$ cat src/rtl/pcileech_tlps128_cfgext_requester_if.sv
// Request/response handshake bundle between the config-request decoder (master)
// and the cfg_ext requester (slave).
interface pcileech_tlps128_cfgext_requester_if;
    logic        req_valid;
    logic        req_ready;
    logic        req_write;
    logic [9:0]  req_reg_num;
    logic [3:0]  req_func;
    logic [31:0] req_data;
    logic [3:0]  req_be;
    logic [7:0]  req_tag;

    logic        rsp_valid;
    logic        rsp_ready;
    logic [31:0] rsp_data;
    logic        rsp_write;
    logic [7:0]  rsp_tag;
    logic        rsp_timeout;

    modport master (
        output req_valid, req_write, req_reg_num, req_func, req_data, req_be, req_tag, rsp_ready,
        input  req_ready, rsp_valid, rsp_data, rsp_write, rsp_tag, rsp_timeout
    );

    modport slave (
        input  req_valid, req_write, req_reg_num, req_func, req_data, req_be, req_tag, rsp_ready,
        output req_ready, rsp_valid, rsp_data, rsp_write, rsp_tag, rsp_timeout
    );
endinterface

$ cat src/rtl/pcileech_tlps128_cfgext_requester.sv
// cfg_ext initiator: turns one decoded CfgRd/CfgWr into one strobe on the shadow BRAM port
// and returns one tagged response. Optional read timeout: define CFGEXT_REQ_TIMEOUT_EN.
module pcileech_tlps128_cfgext_requester #(
    parameter int          WR_SETTLE_CYCLES = 3,
    parameter int          TIMEOUT_CYCLES   = 64,
    parameter logic [31:0] TIMEOUT_DATA     = 32'hFFFFFFFF
) (
    input  logic        i_clk,
    input  logic        i_rst,
    pcileech_tlps128_cfgext_requester_if.slave io_req,
    output logic        o_cfg_ext_read_received,
    output logic        o_cfg_ext_write_received,
    output logic [9:0]  o_cfg_ext_register_number,
    output logic [3:0]  o_cfg_ext_function_number,
    output logic [31:0] o_cfg_ext_write_data,
    output logic [3:0]  o_cfg_ext_write_byte_enable,
    input  logic [31:0] i_cfg_ext_read_data,
    input  logic        i_cfg_ext_read_data_valid,
    output logic        o_busy
);

    localparam logic [7:0] LP_WR_SETTLE = 8'(WR_SETTLE_CYCLES);

    typedef enum logic [2:0] {
        S_IDLE,
        S_ISSUE,
        S_WAIT_RD,
        S_WAIT_WR,
        S_RESP
    } state_t;

    state_t      r_state;
    logic        r_req_ready;
    logic        r_busy;
    logic        r_rd_stb;
    logic        r_wr_stb;
    logic        r_write;
    logic [9:0]  r_reg_num;
    logic [3:0]  r_func;
    logic [31:0] r_wdata;
    logic [3:0]  r_be;
    logic [7:0]  r_tag;
    logic        r_rsp_valid;
    logic [31:0] r_rsp_data;
    logic        r_rsp_write;
    logic [7:0]  r_rsp_tag;
    logic [7:0]  r_wr_cnt;

    logic        w_accept;
    logic [7:0]  w_wr_cnt_nxt;

    assign w_accept     = io_req.req_valid & r_req_ready;
    assign w_wr_cnt_nxt = r_wr_cnt + 8'd1;

`ifdef CFGEXT_REQ_TIMEOUT_EN
    localparam logic [15:0] LP_TIMEOUT = 16'(TIMEOUT_CYCLES);

    logic        r_rsp_timeout;
    logic [15:0] r_to_cnt;
    logic [15:0] w_to_cnt_nxt;

    // Saturates so a huge TIMEOUT_CYCLES can never wrap back below the limit.
    assign w_to_cnt_nxt       = (r_to_cnt == 16'hFFFF) ? r_to_cnt : r_to_cnt + 16'd1;
    assign io_req.rsp_timeout = r_rsp_timeout;
`else
    logic w_unused_timeout_cfg;

    assign w_unused_timeout_cfg = ^{TIMEOUT_DATA, 16'(TIMEOUT_CYCLES)};
    assign io_req.rsp_timeout   = 1'b0;
`endif

    assign io_req.req_ready = r_req_ready;
    assign io_req.rsp_valid = r_rsp_valid;
    assign io_req.rsp_data  = r_rsp_data;
    assign io_req.rsp_write = r_rsp_write;
    assign io_req.rsp_tag   = r_rsp_tag;

    assign o_cfg_ext_read_received     = r_rd_stb;
    assign o_cfg_ext_write_received    = r_wr_stb;
    assign o_cfg_ext_register_number   = r_reg_num;
    assign o_cfg_ext_function_number   = r_func;
    assign o_cfg_ext_write_data        = r_wdata;
    assign o_cfg_ext_write_byte_enable = r_be;
    assign o_busy                      = r_busy;

    always_ff @(posedge i_clk or posedge i_rst) begin
        if (i_rst) begin
            r_state       <= S_IDLE;
            r_req_ready   <= 1'b0;
            r_busy        <= 1'b0;
            r_rd_stb      <= 1'b0;
            r_wr_stb      <= 1'b0;
            r_write       <= 1'b0;
            r_reg_num     <= '0;
            r_func        <= '0;
            r_wdata       <= '0;
            r_be          <= '0;
            r_tag         <= '0;
            r_rsp_valid   <= 1'b0;
            r_rsp_data    <= '0;
            r_rsp_write   <= 1'b0;
            r_rsp_tag     <= '0;
            r_wr_cnt      <= '0;
`ifdef CFGEXT_REQ_TIMEOUT_EN
            r_rsp_timeout <= 1'b0;
            r_to_cnt      <= '0;
`endif
        end else begin
            r_rd_stb <= 1'b0;
            r_wr_stb <= 1'b0;
            case (r_state)
                S_IDLE: begin
                    r_req_ready <= 1'b1;
                    if (w_accept) begin
                        // Strobe is registered here so it is high for exactly the ISSUE cycle.
                        r_req_ready <= 1'b0;
                        r_busy      <= 1'b1;
                        r_write     <= io_req.req_write;
                        r_reg_num   <= io_req.req_reg_num;
                        r_func      <= io_req.req_func;
                        r_wdata     <= io_req.req_data;
                        r_be        <= io_req.req_be;
                        r_tag       <= io_req.req_tag;
                        r_rd_stb    <= ~io_req.req_write;
                        r_wr_stb    <= io_req.req_write;
                        r_state     <= S_ISSUE;
                    end
                end
                S_ISSUE: begin
                    if (r_write) begin
                        r_wr_cnt <= 8'd1;
                        r_state  <= S_WAIT_WR;
                    end else begin
`ifdef CFGEXT_REQ_TIMEOUT_EN
                        r_to_cnt <= 16'd1;
`endif
                        r_state  <= S_WAIT_RD;
                    end
                end
                S_WAIT_RD: begin
                    // Read data takes priority over a timeout expiring in the same cycle.
                    if (i_cfg_ext_read_data_valid) begin
                        r_rsp_data    <= i_cfg_ext_read_data;
                        r_rsp_write   <= 1'b0;
                        r_rsp_tag     <= r_tag;
                        r_rsp_valid   <= 1'b1;
`ifdef CFGEXT_REQ_TIMEOUT_EN
                        r_rsp_timeout <= 1'b0;
`endif
                        r_state       <= S_RESP;
                    end
`ifdef CFGEXT_REQ_TIMEOUT_EN
                    else begin
                        r_to_cnt <= w_to_cnt_nxt;
                        if (w_to_cnt_nxt >= LP_TIMEOUT) begin
                            r_rsp_data    <= TIMEOUT_DATA;
                            r_rsp_write   <= 1'b0;
                            r_rsp_tag     <= r_tag;
                            r_rsp_valid   <= 1'b1;
                            r_rsp_timeout <= 1'b1;
                            r_state       <= S_RESP;
                        end
                    end
`endif
                end
                S_WAIT_WR: begin
                    r_wr_cnt <= w_wr_cnt_nxt;
                    if (w_wr_cnt_nxt >= LP_WR_SETTLE) begin
                        r_rsp_data    <= '0;
                        r_rsp_write   <= 1'b1;
                        r_rsp_tag     <= r_tag;
                        r_rsp_valid   <= 1'b1;
`ifdef CFGEXT_REQ_TIMEOUT_EN
                        r_rsp_timeout <= 1'b0;
`endif
                        r_state       <= S_RESP;
                    end
                end
                S_RESP: begin
                    if (io_req.rsp_ready) begin
                        r_rsp_valid <= 1'b0;
                        r_busy      <= 1'b0;
                        r_req_ready <= 1'b1;
                        r_state     <= S_IDLE;
                    end
                end
                default: begin
                    r_state <= S_IDLE;
                end
            endcase
        end
    end

endmodule
$ cat src/flat_wrapper.sv
// flat-port wrapper written by rule: the top's interface ports become plain ports
module pcileech_tlps128_cfgext_requester_flat 
#(
    parameter int          WR_SETTLE_CYCLES = 3,
    parameter int          TIMEOUT_CYCLES   = 64,
    parameter logic [31:0] TIMEOUT_DATA     = 32'hFFFFFFFF
)
  (i_clk, i_rst, o_cfg_ext_read_received, o_cfg_ext_write_received, o_cfg_ext_register_number, o_cfg_ext_function_number, o_cfg_ext_write_data, o_cfg_ext_write_byte_enable, i_cfg_ext_read_data, i_cfg_ext_read_data_valid, o_busy, io_req_req_valid, io_req_req_write, io_req_req_reg_num, io_req_req_func, io_req_req_data, io_req_req_be, io_req_req_tag, io_req_rsp_ready, io_req_req_ready, io_req_rsp_valid, io_req_rsp_data, io_req_rsp_write, io_req_rsp_tag, io_req_rsp_timeout);
  pcileech_tlps128_cfgext_requester_if io_req_i ();
  input  logic i_clk;
  input  logic i_rst;
  output logic o_cfg_ext_read_received;
  output logic o_cfg_ext_write_received;
  output logic [9:0] o_cfg_ext_register_number;
  output logic [3:0] o_cfg_ext_function_number;
  output logic [31:0] o_cfg_ext_write_data;
  output logic [3:0] o_cfg_ext_write_byte_enable;
  input  logic [31:0] i_cfg_ext_read_data;
  input  logic i_cfg_ext_read_data_valid;
  output logic o_busy;
  input wire logic [$bits(io_req_i.req_valid)-1:0] io_req_req_valid;
  input wire logic [$bits(io_req_i.req_write)-1:0] io_req_req_write;
  input wire logic [$bits(io_req_i.req_reg_num)-1:0] io_req_req_reg_num;
  input wire logic [$bits(io_req_i.req_func)-1:0] io_req_req_func;
  input wire logic [$bits(io_req_i.req_data)-1:0] io_req_req_data;
  input wire logic [$bits(io_req_i.req_be)-1:0] io_req_req_be;
  input wire logic [$bits(io_req_i.req_tag)-1:0] io_req_req_tag;
  input wire logic [$bits(io_req_i.rsp_ready)-1:0] io_req_rsp_ready;
  output wire logic [$bits(io_req_i.req_ready)-1:0] io_req_req_ready;
  output wire logic [$bits(io_req_i.rsp_valid)-1:0] io_req_rsp_valid;
  output wire logic [$bits(io_req_i.rsp_data)-1:0] io_req_rsp_data;
  output wire logic [$bits(io_req_i.rsp_write)-1:0] io_req_rsp_write;
  output wire logic [$bits(io_req_i.rsp_tag)-1:0] io_req_rsp_tag;
  output wire logic [$bits(io_req_i.rsp_timeout)-1:0] io_req_rsp_timeout;
  assign io_req_i.req_valid = io_req_req_valid;
  assign io_req_i.req_write = io_req_req_write;
  assign io_req_i.req_reg_num = io_req_req_reg_num;
  assign io_req_i.req_func = io_req_req_func;
  assign io_req_i.req_data = io_req_req_data;
  assign io_req_i.req_be = io_req_req_be;
  assign io_req_i.req_tag = io_req_req_tag;
  assign io_req_i.rsp_ready = io_req_rsp_ready;
  assign io_req_req_ready = io_req_i.req_ready;
  assign io_req_rsp_valid = io_req_i.rsp_valid;
  assign io_req_rsp_data = io_req_i.rsp_data;
  assign io_req_rsp_write = io_req_i.rsp_write;
  assign io_req_rsp_tag = io_req_i.rsp_tag;
  assign io_req_rsp_timeout = io_req_i.rsp_timeout;
  pcileech_tlps128_cfgext_requester #(.WR_SETTLE_CYCLES(WR_SETTLE_CYCLES), .TIMEOUT_CYCLES(TIMEOUT_CYCLES), .TIMEOUT_DATA(TIMEOUT_DATA)) u_core (.i_clk(i_clk), .i_rst(i_rst), .io_req(io_req_i), .o_cfg_ext_read_received(o_cfg_ext_read_received), .o_cfg_ext_write_received(o_cfg_ext_write_received), .o_cfg_ext_register_number(o_cfg_ext_register_number), .o_cfg_ext_function_number(o_cfg_ext_function_number), .o_cfg_ext_write_data(o_cfg_ext_write_data), .o_cfg_ext_write_byte_enable(o_cfg_ext_write_byte_enable), .i_cfg_ext_read_data(i_cfg_ext_read_data), .i_cfg_ext_read_data_valid(i_cfg_ext_read_data_valid), .o_busy(o_busy));
endmodule
$ cat config.mk
export PLATFORM = sky130hd
export DESIGN_NAME = pcileech_tlps128_cfgext_requester_flat
export DESIGN_NICKNAME = d
export VERILOG_FILES = /design/src/rtl/pcileech_tlps128_cfgext_requester_if.sv /design/src/rtl/pcileech_tlps128_cfgext_requester.sv /design/src/flat_wrapper.sv
export SDC_FILE = /design/constraint.sdc
export NUM_CORES = 1
export LEC_CHECK = 0
export ABC_AREA = 1
export CORE_AREA = 3 3 106 108
export CTS_CLUSTER_DIAMETER = 60
export DETAILED_ROUTE_END_ITERATION = 10
export DIE_AREA = 0 0 109 111
export DONT_BUFFER_PORTS = 1
export PLACE_DENSITY = 0.6
export SKIP_LAST_GASP = 1
export SLEW_MARGIN = 10
export SYNTH_ARGS = -nofsm -noshare
export SYNTH_HDL_FRONTEND = slang
export SYNTH_SLANG_ARGS = --single-unit
export TNS_END_PERCENT = 20
$ cat constraint.sdc
create_clock -name i_clk -period 4.45 [get_ports i_clk]
set_input_delay 0.89 -clock i_clk [delete_from_list [all_inputs] [get_ports i_clk]]
set_output_delay 0.89 -clock i_clk [all_outputs]
set_load 0.005 [all_outputs]
# Word-level counts from Yosys, hierarchy flattened
# Index checks and enable logic that the tools add are counted.
[word_totals]
regBits = 116
input_bits = 96
out_inout_bits = 97
elab_cells = 70
[op_classes]
addsub = 1
magnitude_cmp = 1
eq_ne = 9
muxes = 29
bitwise = 2
n_reduce_logical = 12
[ops]
columns = ["cell", "count"]
rows = [
  ["$mux W32", 2],
  ["$pmux W32 S2", 1],
  ["$pmux W8 S2", 2],
  ["$mux W8", 3],
  ["$pmux W3 S5", 1],
  ["$mux W1", 12],
  ["$mux W3", 4],
  ["$add A8 B1 Y8 const B", 1],
  ["$ge A8 B2 Y1 const B", 1],
  ["$reduce_and A4 Y1", 2],
  ["$eq A3 B2 Y1 const B", 2],
  ["$ne A2 B1 Y1 const B", 3],
  ["$pmux W1 S2", 3],
  ["$reduce_and A2 Y1", 3],
  ["$reduce_and A3 Y1", 2],
  ["$reduce_bool A2 Y1", 3],
  ["$ne A2 B2 Y1 const B", 2],
  ["$eq A3 B1 Y1 const B", 1],
  ["$eq A3 B3 Y1 const B", 1],
  ["$logic_not A3 Y1", 1],
  ["$pmux W1 S3", 1],
  ["$reduce_bool A3 Y1", 1],
  ["$and A1 B1 Y1", 1],
  ["$not A1 Y1", 1],
]

# Logic depth before layout (Yosys ltp)
[logic_depth]
word_depth = 4
depth_mapped = 11
ltp_nobuf = 10

# Worst setup path after synthesis
# No wires, ideal clock.
[synth_path]
path_kind = "input to register"
from = "in i_cfg_ext_read_data_valid"
to = "reg u_core.r_rsp_data[20], in the netlist u_core.io_req.rsp_data[20]"
setup_ps = 117
t_arrival_ps = 1793
required_time_ps = 4333
setup_slack_ps = 2541
cell_stages = 9
path_buffers = 2
path_cell_list = "buf_1 inv_1 nand2_1 inv_2 nor2_4 nand2_4 buf_8 nand2_2 nand2_1"
[synth_between]
elab_chain_len = 2
[synth_rtl]
columns = ["item", "line_no", "text"]
rows = [
  ["from (decl)", "flat_wrapper.sv:19", "input logic i_cfg_ext_read_data_valid;"],
  ["$ne A2 B2 Y1 (no source line)", "n/a", ""],
  ["$reduce_and A3 Y1 (no source line)", "n/a", ""],
  ["to (signal assigned)", "pcileech_tlps128_cfgext_requester.sv:143", "r_rsp_data <= i_cfg_ext_read_data;"],
  ["to (decl)", "pcileech_tlps128_cfgext_requester.sv:44", "logic [31:0] r_rsp_data;"],
]
# No other way between the ends.
# A chain may end at the register's enable or synchronous reset.

# Final worst setup path
[layout_path]
from = "reg u_core.r_state[0]"
to = "reg u_core.r_be[1], in the netlist u_core.o_cfg_ext_write_byte_enable[1]"
[layout_between]
elab_chain_len = 2
[layout_rtl]
columns = ["item", "line_no", "text"]
rows = [
  ["from (decl)", "pcileech_tlps128_cfgext_requester.sv:32", "state_t r_state;"],
  ["from (signal assigned)", "pcileech_tlps128_cfgext_requester.sv:88", "r_state <= S_IDLE;"],
  ["from (signal assigned)", "pcileech_tlps128_cfgext_requester.sv:126", "r_state <= S_ISSUE;"],
  ["from (signal assigned)", "pcileech_tlps128_cfgext_requester.sv:132", "r_state <= S_WAIT_WR;"],
  ["$logic_not A3 Y1", "pcileech_tlps128_cfgext_requester.sv:111", "case (r_state)"],
  ["$reduce_and A2 Y1 (no source line)", "n/a", ""],
  ["to (signal assigned)", "pcileech_tlps128_cfgext_requester.sv:122", "r_be <= io_req.req_be;"],
  ["to (decl)", "pcileech_tlps128_cfgext_requester.sv:41", "logic [3:0] r_be;"],
]
# No other way between the ends.

==> results.ini <==
[run_status]
outcome=complete, no violations

[timing]
fmax_mhz=445
hold_viol_final=0
slew_headroom=0.422
fin_skew_ns=0.0130
worst_slew_pin_slew_ns=0.867
setup_viol=0
rsz0062_at_grt=no
slew_viol_final=0
tns_ns=0
fin_crit_sh=0.505
fin_crit_ns=2.25

[synth]
synth_compound_gate_area_share=0.0190
avgSynthCellArea_sq_um=11.2
seq_area_frac_synth=0.613
synthesis.nets=522
syn_area_sq_um=4740
synth_top_family_by_area=simple AND/OR/NAND/NOR gates
ys_warn_count=0
yosys.area_share.adder=0.00528
syn_inst=424
ys_seq_elements=116
synth-simple-area-share=0.182
synth_cell_types=32
synth_mux_area_frac=0.136
synth-xor-area-share=0

[setup_path]
arrival_ns=2.62
reg2reg_depth=6
critPathRequiredTime_ns=4.83
rr_endpoint=u_core.o_cfg_ext_write_byte_enable[1]
startpoint_type=flip-flop
max_stage_delay_ns=0.49
endpoint_kind=flip-flop
crit_family=simple AND/OR/NAND/NOR gates
ff2ff_setup_slack_ns=2.20
critPathSlowestCell=buf_4
critical_path_buf_inv_count=2
path_cells=nor2_1 > inv_1 > nor2_2 > nand3_2 > buf_4 > mux2_1
cp_max_fo=40
r2r_start=u_core.r_state[0]
critPathKind=reg -> reg

[route]
drt_pass1_iterations=4
drc=0
ant_nets=0
drt_iter0_drc=193
routed_wl_um=10000
avgRoutedWirePerCell_um=17.3
vias_per_cell=5.19
via_count=3002

[place]
place_hpwl_um=7040
gp_congestion=0.833
placed_area_sq_um=4830
portBuffers=0

[die]
io_pins=193
die_h_um=111
fp.dieArea_sq_um=12100
die_x_um=109
initial_utilization=0.459
rows=37
design.core.area_sq_um=10300

[clocking]
cts_buffer_depth=2
cts.sinks=116
cts_tree=built
numCtsBuffers=17
clk_latency_ns=0.50
clk_pin_slew_ns=0.06
h-tree-depth=4
ctsHoldBuffers=0
cts_root_buf=clkbuf_8
post_cts_buffers=0
cts_resized=0

[cells_and_area]
finalInstanceArea_sq_um=5380
layout_common_cells=116 x dfrtp_1, 103 x nand2_1, 49 x nand3_1
drive_gt1_frac=0.233
syn_to_final_growth_pct=13.7
nets=527
fin_util=0.522
final_common_cell=dfrtp_1
antenna_cells=0

[power]
peakVddDrop_uv=358
powerDensity_nw_per_um2=752
cellLeakagePower_nw=2.62

[grt]
grt_pass1_vias=3156
antenna_found_initial=1
grt_first_pass_wirelength_um=16100
grt_usage=0.172
grt_max_degree=71
overflow=0

[min_path]
hold_path_class=in -> async

[run]
maxCapViolCount=0

[cell type report]
class / count / area [sq um]
Timing Repair Buffer: 4 / 30.0
Tap cell: 136 / 170
Multi-Input combinational cell: 264 / 1620
Clock inverter: 13 / 136
Sequential cell: 116 / 2900
Inverter: 26 / 100
Clock buffer: 19 / 422
Fill cell: 915 / 4940
[through the flow]
stage	cells	hold WS [ns]	total power [W]	setup WS, ns
after floorplan	424	0.453	0.00260	0.488
after global placement	546	0.484	0.00278	2.09
after detailed placement	546	0.491	0.00283	2.06
after CTS	578	0.430	0.00412	2.14
after global routing	578	0.433	0.00435	2.00
final	578	0.430	0.00405	2.20
[routing by layer]
| metal | up-vias | GRT usage | share of wire |
|---|---|---|---|
| met5 | - | 0 | 0.0013 |
| met4 | 2 | 0.0530 | 0.0086 |
| met3 | 12 | 0.105 | 0.14 |
| met2 | 153 | 0.263 | 0.47 |
| met1 | 1432 | 0.200 | 0.38 |
| li1 | 1403 | - | - |
[logic make-up after synthesis]
| logic type | Yosys count |
|---|---|
| multiplexers | 57 |
| AO/OA/AOI/OAI | 16 |
| other | 1 |
| buffers and inverters | 44 |
| AND/OR/NAND/NOR | 188 |
| flip-flops | 116 |
| adder cells (fa/ha/maj) | 2 |
[power by group]
part	leakage [nW]	internal (W)	switching, W
Combinational	0.918	0.000421	0.000477
Clock	0.264	0.000793	0.000467
Sequential	1.44	0.00152	0.000372
Total	2.62	0.00273	0.00132
[registers in the layout (all words and copies together), names as in the netlist, 4 cells and up]
signal	cells
u_core.r_wr_cnt	8
u_core.o_cfg_ext_register_number	10
u_core.io_req.rsp_tag	8
u_core.r_tag	8
u_core.io_req.rsp_data	32
u_core.o_cfg_ext_function_number	4
u_core.o_cfg_ext_write_byte_enable	4
u_core.o_cfg_ext_write_data	32
[worst register-to-register path, cell delays in order, from the launching register on]
cell and delay [ns]:
dfrtp_1 0.44, nor2_1 0.13, inv_1 0.07, nor2_2 0.14, nand3_2 0.48, buf_4 0.49
mux2_1 0.38
[synthesized netlist by cell type]
cell	n	area share
o21ai_1	1	0.0011
buf_8	1	0.0032
nand2_1	103	0.082
nor2_4	1	0.0024
mux2_1	12	0.029
dfrtp_1	116	0.61
conb_1	1	0.00079
nand3b_1	1	0.0016
nor2_2	5	0.0066
nand2_2	12	0.016
o22ai_1	2	0.0026
o31ai_1	1	0.0016
nand4_1	3	0.0040
a21oi_1	1	0.0011
inv_2	2	0.0016
clkbuf_1	6	0.0048
a21boi_0	1	0.0016
o21bai_1	1	0.0016
buf_1	1	0.00079
buf_4	1	0.0016
nand4_4	1	0.0045
nor3_1	2	0.0021
ha_1	2	0.0053
nand2_4	1	0.0024
mux2_2	45	0.11
buf_6	3	0.0071
nand3_1	49	0.052
nand3_2	1	0.0021
inv_1	24	0.019
buf_2	6	0.0063
o21ai_0	9	0.0095
nor2_1	9	0.0071
[how the worst max path moves through the flow]
stage	startpoint	to	slack [ns]	cells after the start
2_1_floorplan	i_rst	u_core.io_req.req_ready	0.49	1
3_3_place_gp	io_req_req_valid	u_core.o_cfg_ext_write_byte_enable[1]	2.09	3
3_5_place_dp	io_req_req_valid	u_core.o_cfg_ext_write_data[28]	2.06	3
4_1_cts	u_core.r_state[0]	u_core.o_cfg_ext_register_number[0]	2.14	6
5_1_grt	u_core.r_state[0]	u_core.o_cfg_ext_register_number[1]	2.00	6
6_report	u_core.r_state[0]	u_core.o_cfg_ext_write_byte_enable[1]	2.20	6
Power figures use the tool's default switching activity.
==> RTL edit, RTL diff (same flow settings) <==
Reset style: synchronous (`i_rst`), changed in one clocked block.
--- a/src/rtl/pcileech_tlps128_cfgext_requester.sv
+++ b/src/rtl/pcileech_tlps128_cfgext_requester.sv
@@ -83,7 +83,7 @@
     assign o_cfg_ext_write_byte_enable = r_be;
     assign o_busy                      = r_busy;
 
-    always_ff @(posedge i_clk or posedge i_rst) begin
+    always_ff @(posedge i_clk) begin
         if (i_rst) begin
             r_state       <= S_IDLE;
             r_req_ready   <= 1'b0;
Check against the original RTL: differs if i_rst is asserted again (counterexample within 4 cycles, from zero or initial values and one cycle with i_rst high); with i_rst held inactive, the same outputs for 4 cycles.
==> RTL edit against the unedited design <==
- synthesized cell count up 69%
- worst setup slack lost 0.28 ns
- routed wire length increased by 18%
- die area stayed put
- area after synthesis grew 4.6%
- first-iteration DRC count rose by 100%
- sequential cell count stayed put
- cell area is 4.4% higher
- clock skew shrank 0.0062 ns
- fmax decreased by 11%
- utilization grew 2.3 points
- sequential share of layout area shrank 13 points
- power fell by 13%
- final cell count rose by 47%
- critical endpoint is now u_core.io_req.rsp_tag[6]$_SDFFE_PP0P_
==> RTL edit: results <==
synthesis:
  synth_cell_types: 30
  netlist_top_cells_area: "dfxtp_1, nand2_1, inv_1"
  yosysSeqAreaShare: 0.469
  synthArstFlopShare: 0
  synth_flop_cell: "dfxtp_1"
  synth_nets: 816
  yosysWarnings: 0
  synth_common_cells: "nand2_1, inv_1, dfxtp_1"
cells_and_area:
  num_antenna_cells: 0
  nets: 797
  layout-drive-gt1-share: 0.0688
  fillCellCount: 1001
hold_path:
  hp-start: "io_req_req_write"
  holdPathEnd: "u_core.o_cfg_ext_read_received$_SDFF_PP0_"
  hp-class: "in -> reg"
setup_path:
  reg2reg_slack_ns: 1.93
  timing.rr.end: "u_core.io_req.rsp_tag[6]$_SDFFE_PP0P_"
  slowest_stage: "nand3_4"
  cp-endpoint: "u_core.io_req.rsp_tag[6]$_SDFFE_PP0P_"
  critPathTopFamily: "simple AND/OR/NAND/NOR gates"
  r2r_cells: 12
  worstSetupStartpoint: "u_core.r_wr_cnt[1]$_SDFFE_PP0P_"
  slowest_delay_ns: 0.58
  path_max_fanout: 51
  critical_path_class: "reg -> reg"
clocking:
  cts_resized: 0
  h-tree-depth: 4
  root_buffer: "clkbuf_8"
  cts.clk_slew.worst_paths_ns: 0.06
  clock_latency_ns: 0.51
  clock_path_buffers: 2
run_status:
  status: "completed"
power:
  power.leakage_nw: 2.44
  peakVddDrop_mv: 0.306
global_routing:
  grt_pass1_wl_mm: 19.6
  grt_max_degree: 61
  grt_usage: 0.200
  antenna_found_initial: 0
placed_design:
  hpwl_mm: 7.79
  place_congestion: 0.839
routing:
  vias: 4248
  drtIter0Drc: 391
  wire_per_inst_um: 14.0
timing:
  fin_skew_ns: 0.00683
  tightest_slew_ns: 0.909
-- RTL edit: changes by cell type after synthesis, sizes merged, moves of 11 or more --
cell and delta:
inv +121, dfrtp -116, dfxtp +116, mux2 -57
o21ai +53, nor2 +52, nand2 +39, nand4 +30
clkbuf +25, nand3 +17, a21oi +11
-- RTL edit: stage by stage --
stage / setup WS, ns / util / hold slack [ns] / cells / cell area, um^2
after floorplan: 2.43 / - / 0.443 / 718 / 4960
after global placement: 2.06 / 0.484 / 0.455 / 816 / 4990
after detailed placement: 1.98 / 0.484 / 0.459 / 816 / 4990
after CTS: 1.91 / 0.545 / 0.426 / 848 / 5620
after global routing: 1.65 / 0.545 / 0.417 / 848 / 5620
final: 1.93 / 0.545 / 0.448 / 848 / 5620
-- RTL edit: per-layer routing --
layer	vias up	share of wire	track usage	wire length, um
met5	-	0	0	0
met1	1889	0.40	0.233	4770
met2	163	0.46	0.316	5470
li1	2180	-	-	-
met4	0	0.018	0.0766	216
met3	16	0.12	0.0949	1380
-- RTL edit: cell type report --
class                      instances  area [um^2]  share of cell area
clock buffer                      18          428              0.0761
clock inverter                    14          201              0.0358
inverter                         148          556              0.0988
multi-input combinational        411         1910               0.339
sequential                       116         2320               0.413
tap                              136          170              0.0303
timing repair buffer               5         37.5             0.00668
-- RTL edit: cell families (layout without fill, tap and decap cells) --
| kind of cell | after synthesis | count (layout) | synth area share |
|---|---|---|---|
| adder cells (fa/ha/maj) | 2 | 2 | 0.00505 |
| AND/OR/NAND/NOR | 328 | 328 | 0.294 |
| flip-flops | 116 | 116 | 0.469 |
| buffers and inverters | 191 | 185 | 0.148 |
| other | 1 | 1 | 0.000757 |
| XOR/XNOR | 1 | 1 | 0.00177 |
| AO/OA/AOI/OAI | 79 | 79 | 0.0813 |
-- RTL edit: power breakdown --
part / internal [W] / switching [W] / total, W
clock: 0.000931 / 0.000497 / 0.00143
sequential: 0.00127 / 0.000189 / 0.00146
combinational: 0.000217 / 0.000434 / 0.000650
